==> config.mk <==
export PLATFORM = sky130hd
export DESIGN_NAME = lcfg_cfgo_arbiter
export DESIGN_NICKNAME = d
export VERILOG_FILES = /design/src/rtl/lcfg_cfgo_arbiter.sv
export SDC_FILE = /design/constraint.sdc
export NUM_CORES = 1
export LEC_CHECK = 0
export CORE_AREA = 4 4 124 126
export CTS_BUF_LIST = sky130_fd_sc_hd__clkbuf_8
export DETAILED_ROUTE_END_ITERATION = 12
export DIE_AREA = 0 0 128 130
export PLACE_DENSITY = 0.7
export REMOVE_ABC_BUFFERS = 1
export SKIP_LAST_GASP = 1
export SYNTH_ARGS = -nofsm -noshare
export SYNTH_HDL_FRONTEND = slang
export SYNTH_SLANG_ARGS = --single-unit
==> constraint.sdc <==
create_clock -name clk -period 4.92 [get_ports clk]
set_input_delay 0.984 -clock clk [delete_from_list [all_inputs] [get_ports clk]]
set_output_delay 0.984 -clock clk [all_outputs]
set_load 0.02 [all_outputs]
==> src/rtl/lcfg_cfgo_arbiter.sv <==
// lcfg_cfgo_arbiter: round-robin arbiter funnelling four requesters onto one config bus
// with a bounded wait for target completion and a timeout error value.
module lcfg_cfgo_arbiter #(
  parameter int timeout_cycles = 256
) (
  input  logic         clk,
  input  logic         reset_n,
  input  logic [3:0]   req_irdy,
  input  logic [3:0]   req_write,
  input  logic [63:0]  req_addr,
  input  logic [127:0] req_wr_data,
  output logic [3:0]   req_trdy,
  output logic [31:0]  req_rd_data,
  output logic         cfgo_irdy,
  input  logic         cfgo_trdy,
  output logic [15:0]  cfgo_addr,
  output logic         cfgo_write,
  output logic [31:0]  cfgo_wr_data,
  input  logic [31:0]  cfgo_rd_data,
  output logic [1:0]   grant_id,
  output logic         timeout_err
);
  typedef enum logic [2:0] {IDLE = 3'b001, BUSY = 3'b010, DONE = 3'b100} state_t;
  state_t state, state_nxt;
  logic [1:0]  last_grant, pick, idx;
  logic        found, busy, to_hit;
  logic [15:0] wait_cnt;
  logic [31:0] hold;
  // Search starts just past the last winner so every requester gets a turn.
  always_comb begin
    pick = last_grant;
    found = 1'b0;
    idx = last_grant;
    for (int i = 1; i <= 4; i++) begin
      idx = last_grant + 2'(i);
      if (!found && req_irdy[idx]) begin
        pick = idx;
        found = 1'b1;
      end
    end
  end
  assign busy   = state == BUSY;
  assign to_hit = wait_cnt == 16'(timeout_cycles - 1);
  always_comb begin
    state_nxt = IDLE;
    case (state)
      IDLE:    state_nxt = found ? BUSY : IDLE;
      BUSY:    state_nxt = (cfgo_trdy || to_hit) ? DONE : BUSY;
      default: state_nxt = IDLE;
    endcase
  end
  always_ff @(posedge clk or negedge reset_n) begin
    if (!reset_n) begin
      state       <= IDLE;
      grant_id    <= 2'd0;
      last_grant  <= 2'd3;
      hold        <= 32'h0;
      wait_cnt    <= 16'h0;
      timeout_err <= 1'b0;
    end else begin
      state       <= state_nxt;
      timeout_err <= busy && !cfgo_trdy && to_hit;
      if (state == IDLE && found) begin
        grant_id   <= pick;
        last_grant <= pick;
        wait_cnt   <= 16'h0;
      end
      // A completion in the timeout cycle wins over the error value.
      if (busy) begin
        if (cfgo_trdy) hold <= cfgo_rd_data;
        else if (to_hit) hold <= 32'hFFFF_FFFF;
        else wait_cnt <= wait_cnt + 16'd1;
      end
    end
  end
  assign cfgo_irdy    = busy;
  assign cfgo_addr    = busy ? req_addr[{grant_id, 4'b0} +: 16] : 16'h0;
  assign cfgo_write   = busy ? req_write[grant_id] : 1'b0;
  assign cfgo_wr_data = busy ? req_wr_data[{grant_id, 5'b0} +: 32] : 32'h0;
  assign req_trdy     = (state == DONE) ? (4'b0001 << grant_id) : 4'b0000;
  assign req_rd_data  = hold;
endmodule

==> results.md, run 1 <==
- The cell leakage power is about 2.7 nW.
- Once layout is done, the placed cells without fillers occupy ~7400 um^2.
- The effective utilization at floorplan is 0.2724.
- The number of CTS-inserted buffers is 5.
- The count of nets left with antenna violations once routing finished came out at 0.
- The DRC violation total after the first TritonRoute iteration is 223.
- The number of hold buffers added after CTS was 0.
- The number of failing setup endpoints in the final timing report is 0.
- The number of hold-slack violations in the final timing report came to 0.
- The predominant post-synthesis flop cell is sky130_fd_sc_hd__dfrtp_1.
- The final clock period utilization by the worst path is 0.7715.
- Buffers added to address setup during post-CTS repair amount to 0.
- Compared with the post-synthesis result, the final layout area differs by 89.47%.
- Detailed routing inserted a total of ~4200 vias.
- The share of total power dissipated in sequential elements is 0.271.
- The first detailed-routing pass took 4 iterations.
- The number of gates resized after CTS is 0.
- The most crowded layer after global routing is met2.
- Ranked by total cell area, the synthesized netlist is headed by sky130_fd_sc_hd__dfrtp_1 34%, sky130_fd_sc_hd__mux4_2 28%, sky130_fd_sc_hd__and2_1 8.2%.
- The number of primary I/O pins is between 300 and 400.
- The aggregate routed wire length is approximately 17000 um.
- The total power density per cell area is 424.7 nW/um^2.
- The per-instance average area after synthesis is around 12 um^2.
- The number of placement rows is 44.
- The total area inside the core boundary comes to around 14000 um^2.
- The library cell used most frequently in the layout, excluding fill and tap cells, is sky130_fd_sc_hd__clkdlybuf4s50_1.
- The fraction of registers with async set/reset is 1.000.
- The clock tree root buffer cell is sky130_fd_sc_hd__clkbuf_8.
- The cell-internal power is approximately 1.9 mW.
- In this run the tool buffered the top-level ports with ~320 buffer cells.
- The final net count is about 870.
- The estimated wirelength of the detail-placed design is ~14000 um.
- The max-cap check violation count is 0.
- The largest voltage drop on the vdd net is just over 0.3 mV.
- Walking the worst path, the cells encountered are mux4_2, and2_1, clkdlybuf4s50_1.
- The synthesized design contains 0 enable-type register cells.
- The multi-input combinational cells in the finished layout cover a total of ~2400 um^2.
- The floorplan step set the die width to roughly 130 um.
- The arrival time reported for the critical path endpoint is around 2.8 ns.
- The maximum clock frequency is 0.2634 GHz.
- The clock-pin slew on the worst setup and hold paths is 0.10 ns.
- Setup total negative slack on the finished layout was measured at 0 ns.
- The portion of total power attributed to the clock network is 0.083.
- The repair_antennas step left the layout with diodes totalling 0.
- The number of unique standard cell types used by synthesis is 42.
- After technology mapping, the gate count stands at around 320.
- In the layout the commonest cells are 322 x sky130_fd_sc_hd__clkdlybuf4s50_1, 51 x sky130_fd_sc_hd__and2_1, 51 x sky130_fd_sc_hd__dfrtp_1.
- The total overflow left after global routing is 0.
- Along the worst path, the maximum fanout reaches between 50 and 60.
- The switching power total is between 1 and 1.5 mW.
- The path class of the tightest hold or removal check is register to register.
- In the global route stage, met3 resource usage came out at 0.05935.
- Of the post-synthesis cell area, the dominant cell type holds 0.3402.
- The cell with the largest stage delay on the worst path is sky130_fd_sc_hd__dfrtp_4.
- The worst pin sits at a relative slew slack of 0.1682.
- The TritonCTS clock tree is built.
- The transition time at the pin with the least slew margin is 1.248 ns.
- The via count of the first global-routing pass came to between 4000 and 5000.
- The clock sink count is 56.
- The H-tree generated during clock tree synthesis spans 2 levels.
- In the global route stage, met2 resource usage came out at 0.3518.
- For this run, the number of Yosys warnings is 0.
- The clock latency at the later pin of the worst-skew pair is slightly above 0.3 ns.
- The smallest clock period supported by the final layout is computed as ~3.8 ns.
- The maximum number of pins on one net before global-route repair is 57.
- The number of pins exceeding their max-slew limit in the final report came to 0.
- The type of origin of the critical path is a register.
- The clock arrives with about 0.0076 ns of skew.
- For this run, the total global-route usage over all layers was measured as 0.1933.
- After detailed routing, the average wire length per cell comes to about 21 um.
- Setup repair after global routing left no endpoint under its margin.
- The sequential cell area fraction in the yosys report is 0.3604.
- Using the TritonRoute via totals, the vias-per-cell ratio works out to 5.089.
- The met1 usage is 0.2274.
- Data on the critical path is required at its endpoint by slightly below 4 ns.
- The peak per-stage delay on the critical path is between 1 and 1.5 ns.
- Counting along the longest clock path gives a buffer depth of 2.
- The wire length of the first global-routing pass is about 25000 um.
- The initial antenna violation count is 1.
- The number of synthesized register bits is 56.
- The placed instances occupy a cell area of 7293 um^2.
- The startpoint-to-endpoint class of the critical path is register to primary output.
- After synthesis the cells add up to between 3000 and 4000 um^2.
- The die is roughly 130 um tall.
- The largest area contributor in the netlist is sky130_fd_sc_hd__dfrtp_1.
- The share of total power in combinational logic is 0.646.
- STA classifies the critical path endpoint as a primary output.
- The flow ran to the end, and the final reports show no timing, DRC or antenna violations.
- Of the total power, the share spent switching nets is 0.3925.
- The total die area is around 17000 um^2.
- At the end of routability-driven placement, the weighted congestion stood at slightly below 0.9.
- In the final layout, the share of cells above drive strength 1 is 0.1137.
- For this run, design rule violations remaining after detail routing come to 0.
- The register cell area after layout is approximately 1400 um^2.
- The fill cell instance count of the final layout is 1271.
## layer usage
layer  wire, um  up-vias  share of wire
met5          7        -        0.00041
met4        252        2          0.015
met3       1416       20          0.082
met2       9023      183           0.53
met1       6469     2063           0.38
li1           -     1890              -
## metrics by stage
| step | hold WS, ns | power (mW) | setup WS (ns) | instances | utilization |
|---|---|---|---|---|---|
| finish | 0.4966 | 3.137 | 1.124 | 817 | 0.5161 |
| global route | 0.5165 | 3.336 | 0.9207 | 817 | 0.5161 |
| CTS | 0.4951 | 3.188 | 1.009 | 817 | 0.5161 |
| detailed placement | 0.4815 | 2.917 | 1.282 | 809 | 0.5095 |
| global placement | 0.4680 | 2.877 | 1.272 | 809 | 0.5095 |
| floorplan | 0.4493 | 1.982 | 0.5484 | 297 | - |
## area by class of cell
cell class	instances	area share
Timing Repair Buffer	328	0.4421
Sequential cell	56	0.1909
Inverter	7	0.003557
Multi-Input combinational cell	234	0.3196
Clock buffer	6	0.01118
Tap cell	184	0.03117
Clock inverter	2	0.001524
## final timing paths
kind	from	to	slack, ns	depth (start not counted)
worst max-delay path	grant_id[0]	cfgo_wr_data[14]	1.12	3
worst min-delay path	wait_cnt[15]	wait_cnt[15]	0.50	1
worst max register to register	wait_cnt[8]	req_rd_data[5]	2.14	4
worst min register to register	wait_cnt[15]	wait_cnt[15]	0.50	1
max in group asynchronous	reset_n	grant_id[0]	3.59	2
min in group asynchronous	reset_n	wait_cnt[12]	0.81	2
## worst max-delay path: cells and delay by family, from the launching register on
family / cells / cell delay (ns)
multiplexers: 1 / 0.64
buffers and inverters: 1 / 0.57
flip-flops: 1 / 1.08
AND/OR/NAND/NOR: 1 / 0.18
## power by group through the flow
stage                     Combinational, mW  Clock (mW)  Sequential (mW)
after floorplan                       0.938           0             1.04
after global placement                 2.02           0            0.857
after detailed placement               2.05           0            0.867
after CTS                              2.05       0.272            0.863
after global routing                   2.15       0.291            0.897
final                                  2.03       0.261            0.850
## state kept, by name, summed over array words and instances (netlist names)
signal,count
req_rd_data,32
wait_cnt,16
state,3
grant_id,2
last_grant,2
timeout_err,1
## Yosys cell counts (4+ instances only)
library cell,n
sky130_fd_sc_hd__and3_1,4
sky130_fd_sc_hd__nand2_1,19
sky130_fd_sc_hd__buf_2,8
sky130_fd_sc_hd__clkbuf_1,19
sky130_fd_sc_hd__o31ai_1,4
sky130_fd_sc_hd__nand4_1,6
sky130_fd_sc_hd__nand3_1,9
sky130_fd_sc_hd__mux4_2,49
sky130_fd_sc_hd__nor2_1,7
sky130_fd_sc_hd__dfrtp_1,53
sky130_fd_sc_hd__inv_1,7
sky130_fd_sc_hd__or4_1,4
sky130_fd_sc_hd__o22a_1,32
sky130_fd_sc_hd__mux2i_1,7
sky130_fd_sc_hd__and2_1,51
## logic make-up (layout without fill, tap and decap cells)
group / after synthesis / in the layout / synth area share
and+or+nand+nor: 119 / 119 / 0.1791
DFF: 56 / 56 / 0.3604
buffers and inverters: 34 / 343 / 0.03530
AOI/OAI and AO/OA: 57 / 57 / 0.1187
adders and majority gates: 1 / 1 / 0.003209
xor gates and xnor gates: 1 / 1 / 0.002247
muxes: 56 / 56 / 0.3010
Note: power is estimated with default switching activity, not from simulation.
==> run 2: changes to the inputs <==
--- a/config.mk
+++ b/config.mk
@@ -5,11 +5,11 @@
 export SDC_FILE = /design/constraint.sdc
 export NUM_CORES = 1
 export LEC_CHECK = 0
-export CORE_AREA = 4 4 124 126
+export CORE_AREA = 4 4 123 125
 export CTS_BUF_LIST = sky130_fd_sc_hd__clkbuf_8
 export DETAILED_ROUTE_END_ITERATION = 12
-export DIE_AREA = 0 0 128 130
-export PLACE_DENSITY = 0.7
+export DIE_AREA = 0 0 127 129
+export PLACE_DENSITY = 0.74
 export REMOVE_ABC_BUFFERS = 1
 export SKIP_LAST_GASP = 1
 export SYNTH_ARGS = -nofsm -noshare
==> constraint.sdc (replaced) <==
create_clock -name clk -period 3.2 [get_ports clk]
set_input_delay 0.64 -clock clk [delete_from_list [all_inputs] [get_ports clk]]
set_output_delay 0.64 -clock clk [all_outputs]
set_load 0.02 [all_outputs]
==> results.md, run 2 (synthesis results as in run 1) <==
- For this design the static power due to leakage is 2.800 nW.
- In the global route stage, overall resource usage came out at 0.2047.
- For this run, the slowest stage of the critical path takes 0.60 ns.
- The average wire per cell in the routed design is about 22 um.
- Dividing the final minimum period by the clock period gives 0.9589.
- In the final layout, the share of cells above drive strength 1 is 0.1264.
- The die outline height is about 130 um.
- The final RePlAce weighted congestion is approximately 0.97.
- Of all nets on the critical path, the largest fanout is 20.
- The total of hold buffers inserted after clock tree synthesis is 0.
- Summing all non-filler instances in the final layout gives an area of roughly 7500 um^2.
- The routed metal-1 wirelength is ~7000 um.
- The shortest period the worst path allows is ~3 ns.
- The number of antenna-violating nets in the routed design is 0.
- The area added between synthesis and finish is 92.88%.
- Dividing total power by cell area gives a power density of slightly below 700 nW/um^2.
- The required time of the worst setup path is roughly 2.6 ns.
- Hold timing on the final database bottoms out at a slack of roughly 0.18 ns.
- The number of flip-flops in the largest register is 32.
- The share of total power dissipated in the clock network is 0.096.
- The initial antenna violation count was 0.
- Once layout is complete, the utilization of the core stands at 0.5417.
- The largest voltage drop on the vdd net is roughly 0.52 mV.
- The maximum number of pins on one net before global-route repair is 45.
- After detailed routing, the number of remaining DRC violations is 0.
- The number of primary I/O pins is roughly 320.
- The global route total overflow is 0.
- The flow ran to the end, and the final reports show no timing, DRC or antenna violations.
- Of the total power, the share spent switching nets is 0.3859.
- The critical path in this run is classified as register to primary output.
- The number of placement rows is between 40 and 50.
- The first global-routing pass estimated around 26000 um of wire.
- In the layout the commonest cells are 322 x sky130_fd_sc_hd__clkdlybuf4s50_1, 51 x sky130_fd_sc_hd__and2_1, 51 x sky130_fd_sc_hd__dfrtp_1.
- TritonCTS built the clock tree.
- Post-CTS timing repair inserted 0 buffers for setup.
- The classification of the worst-slack hold path is input pin to asynchronous set/reset pin.
- The final net count is roughly 900.
- The number of buffer cells added on primary ports is around 320.
- Setup repair after global routing left no endpoint under its margin.
- The max-cap check violation count is 0.
- 0 antenna diodes ended up in the layout.
- Setup violations remaining at the end of the flow were counted as 0.
- After clock tree synthesis, the clock-pin slew on the worst setup and hold paths is around 0.1 ns.
- The first-pass iteration count of the detailed router is 4.
- The cell with the largest stage delay on the worst path is sky130_fd_sc_hd__dfrtp_4.
- The total area inside the core boundary comes to roughly 14000 um^2.
- The number of pins exceeding their max-slew limit in the final report is 0.
- After routing, the total negative slack on setup checks comes to 0 ns.
- The kind of end point of the critical path is a primary output.
- The clock tree root buffer cell is sky130_fd_sc_hd__clkbuf_8.
- The share of total power in combinational logic is 0.670.
- The placed standard-cell area is approximately 7400 um^2.
- In this run, the number of DRC markers left after iteration 0 of detailed routing was roughly 220.
- Detailed placement ended at an HPWL of about 15000 um.
- STA classifies the critical path startpoint as a register.
- The maximum level of the CTS H-tree is 2.
- The floorplan step defined a die boundary enclosing 16380 um^2.
- The leading cell type in the layout, fill and taps excluded is sky130_fd_sc_hd__clkdlybuf4s50_1.
- The worst slew margin relative to its limit is 0.6387.
- Clock tree synthesis found a total of 56 sinks.
- The number of hold-slack violations in the final timing report came to 0.
- Counting the buffers created by CTS gives 5.
- The register share of total power is 0.234.
- Derived from the worst setup path, the maximum achievable clock frequency is ~0.33 GHz.
- The uppermost metal layer occupied by signal nets is met4.
- Summing internal, switching and leakage power gives 5.094 mW.
- The effective utilization at floorplan is 0.2809.
- Walking the worst path, the cells encountered are buf_16, mux4_2, and2_1, clkdlybuf4s50_1.
- The via count of the first global-routing pass was 4463.
- For the pin with the worst max-slew slack, the measured transition is 0.5420 ns.
- STA puts the critical path data arrival time at ~2.4 ns.
- The average vias per placed instance is between 5 and 6.
- The longest clock path from root to sink contains 2 buffers.
- The later pin in the worst-skew pair is clocked with a latency of between 0.3 and 0.4 ns.
- The cell-internal power is around 3.1 mW.
- In this run the power spent charging and discharging nets is 1.966 mW.
- The met3 wirelength from detailed routing is around 1200 um.
- From left edge to right edge, the die measures between 100 and 150 um.
- The detailed router placed 4200 vias in this run.
- The aggregate routed wire length is approximately 18000 um.
- The fill cell instance count of the final layout is roughly 1200.
- The worst setup skew after layout is ~0.013 ns.
- Detailed routing placed a total of roughly 9400 um of wire on met2.
run 2: changes by cell type in the layout (fill, tap and decap cells not counted), sizes merged:
| cell | change |
|---|---|
| buf | +7 |
| bufinv | +1 |
| clkbuf | +1 |
| clkinv | +1 |
| clkinvlp | -1 |
| inv | -1 |
run 2: worst paths after layout:
| kind | from | to | slack (ns) | cells after the start |
|---|---|---|---|---|
| max | grant_id[0] | cfgo_wr_data[31] | 0.13 | 4 |
| min | reset_n | timeout_err | 0.18 | 1 |
| min reg2reg | last_grant[1] | last_grant[1] | 0.50 | 2 |
| max reg2reg | wait_cnt[12] | req_rd_data[17] | 0.97 | 5 |
| min in group clk | last_grant[1] | last_grant[1] | 0.50 | 2 |
| max in group asynchronous | reset_n | req_rd_data[17] | 2.17 | 2 |
run 2: stage by stage:
stage,setup slack (ns),cells
floorplan,-1.172,297
global placement,0.2103,812
detailed placement,0.2157,812
CTS,0.007575,820
global route,0.01550,821
finish,0.1315,821
run 2: power by group through the flow:
| stage | sequential (mW) | clock, mW | combinational [mW] |
|---|---|---|---|
| floorplan | 1.61 | 0 | 1.44 |
| global placement | 1.18 | 0 | 3.36 |
| finish | 1.19 | 0.488 | 3.41 |
| CTS | 1.19 | 0.504 | 3.42 |
| detailed placement | 1.20 | 0 | 3.40 |
| global route | 1.23 | 0.532 | 3.62 |
run 2: timing repair:
action | 4_1_cts | 5_1_grt
gates cloned | 0 | 1
pin swaps | 0 | 0
setup endpoints to repair | 1 | 31
resized for setup | 1 | 0
run 2: per-layer routing:
layer,vias up,GRT usage
li1,1908,-
met1,2076,0.2530
met2,197,0.3699
met3,19,0.03944
met4,0,0.04921
met5,-,0
run 2: area by class of cell:
type | count | area, um^2 | share of cell area
repair buffers | 336 | 3376 | 0.4489
well taps | 180 | 225.2 | 0.02995
multi-input cells | 234 | 2361 | 0.3140
clock inverters | 2 | 38.79 | 0.005158
clock buffers | 6 | 82.58 | 0.01098
flip-flops and latches | 56 | 1410 | 0.1875
inverters | 7 | 26.28 | 0.003494
run 2: worst max-delay path: cells and delay by family, from the launching register on:
family	cells	cell delay, ns
buffers and inverters	2	0.78
muxes	1	0.53
and+or+nand+nor	1	0.18
DFF	1	0.60
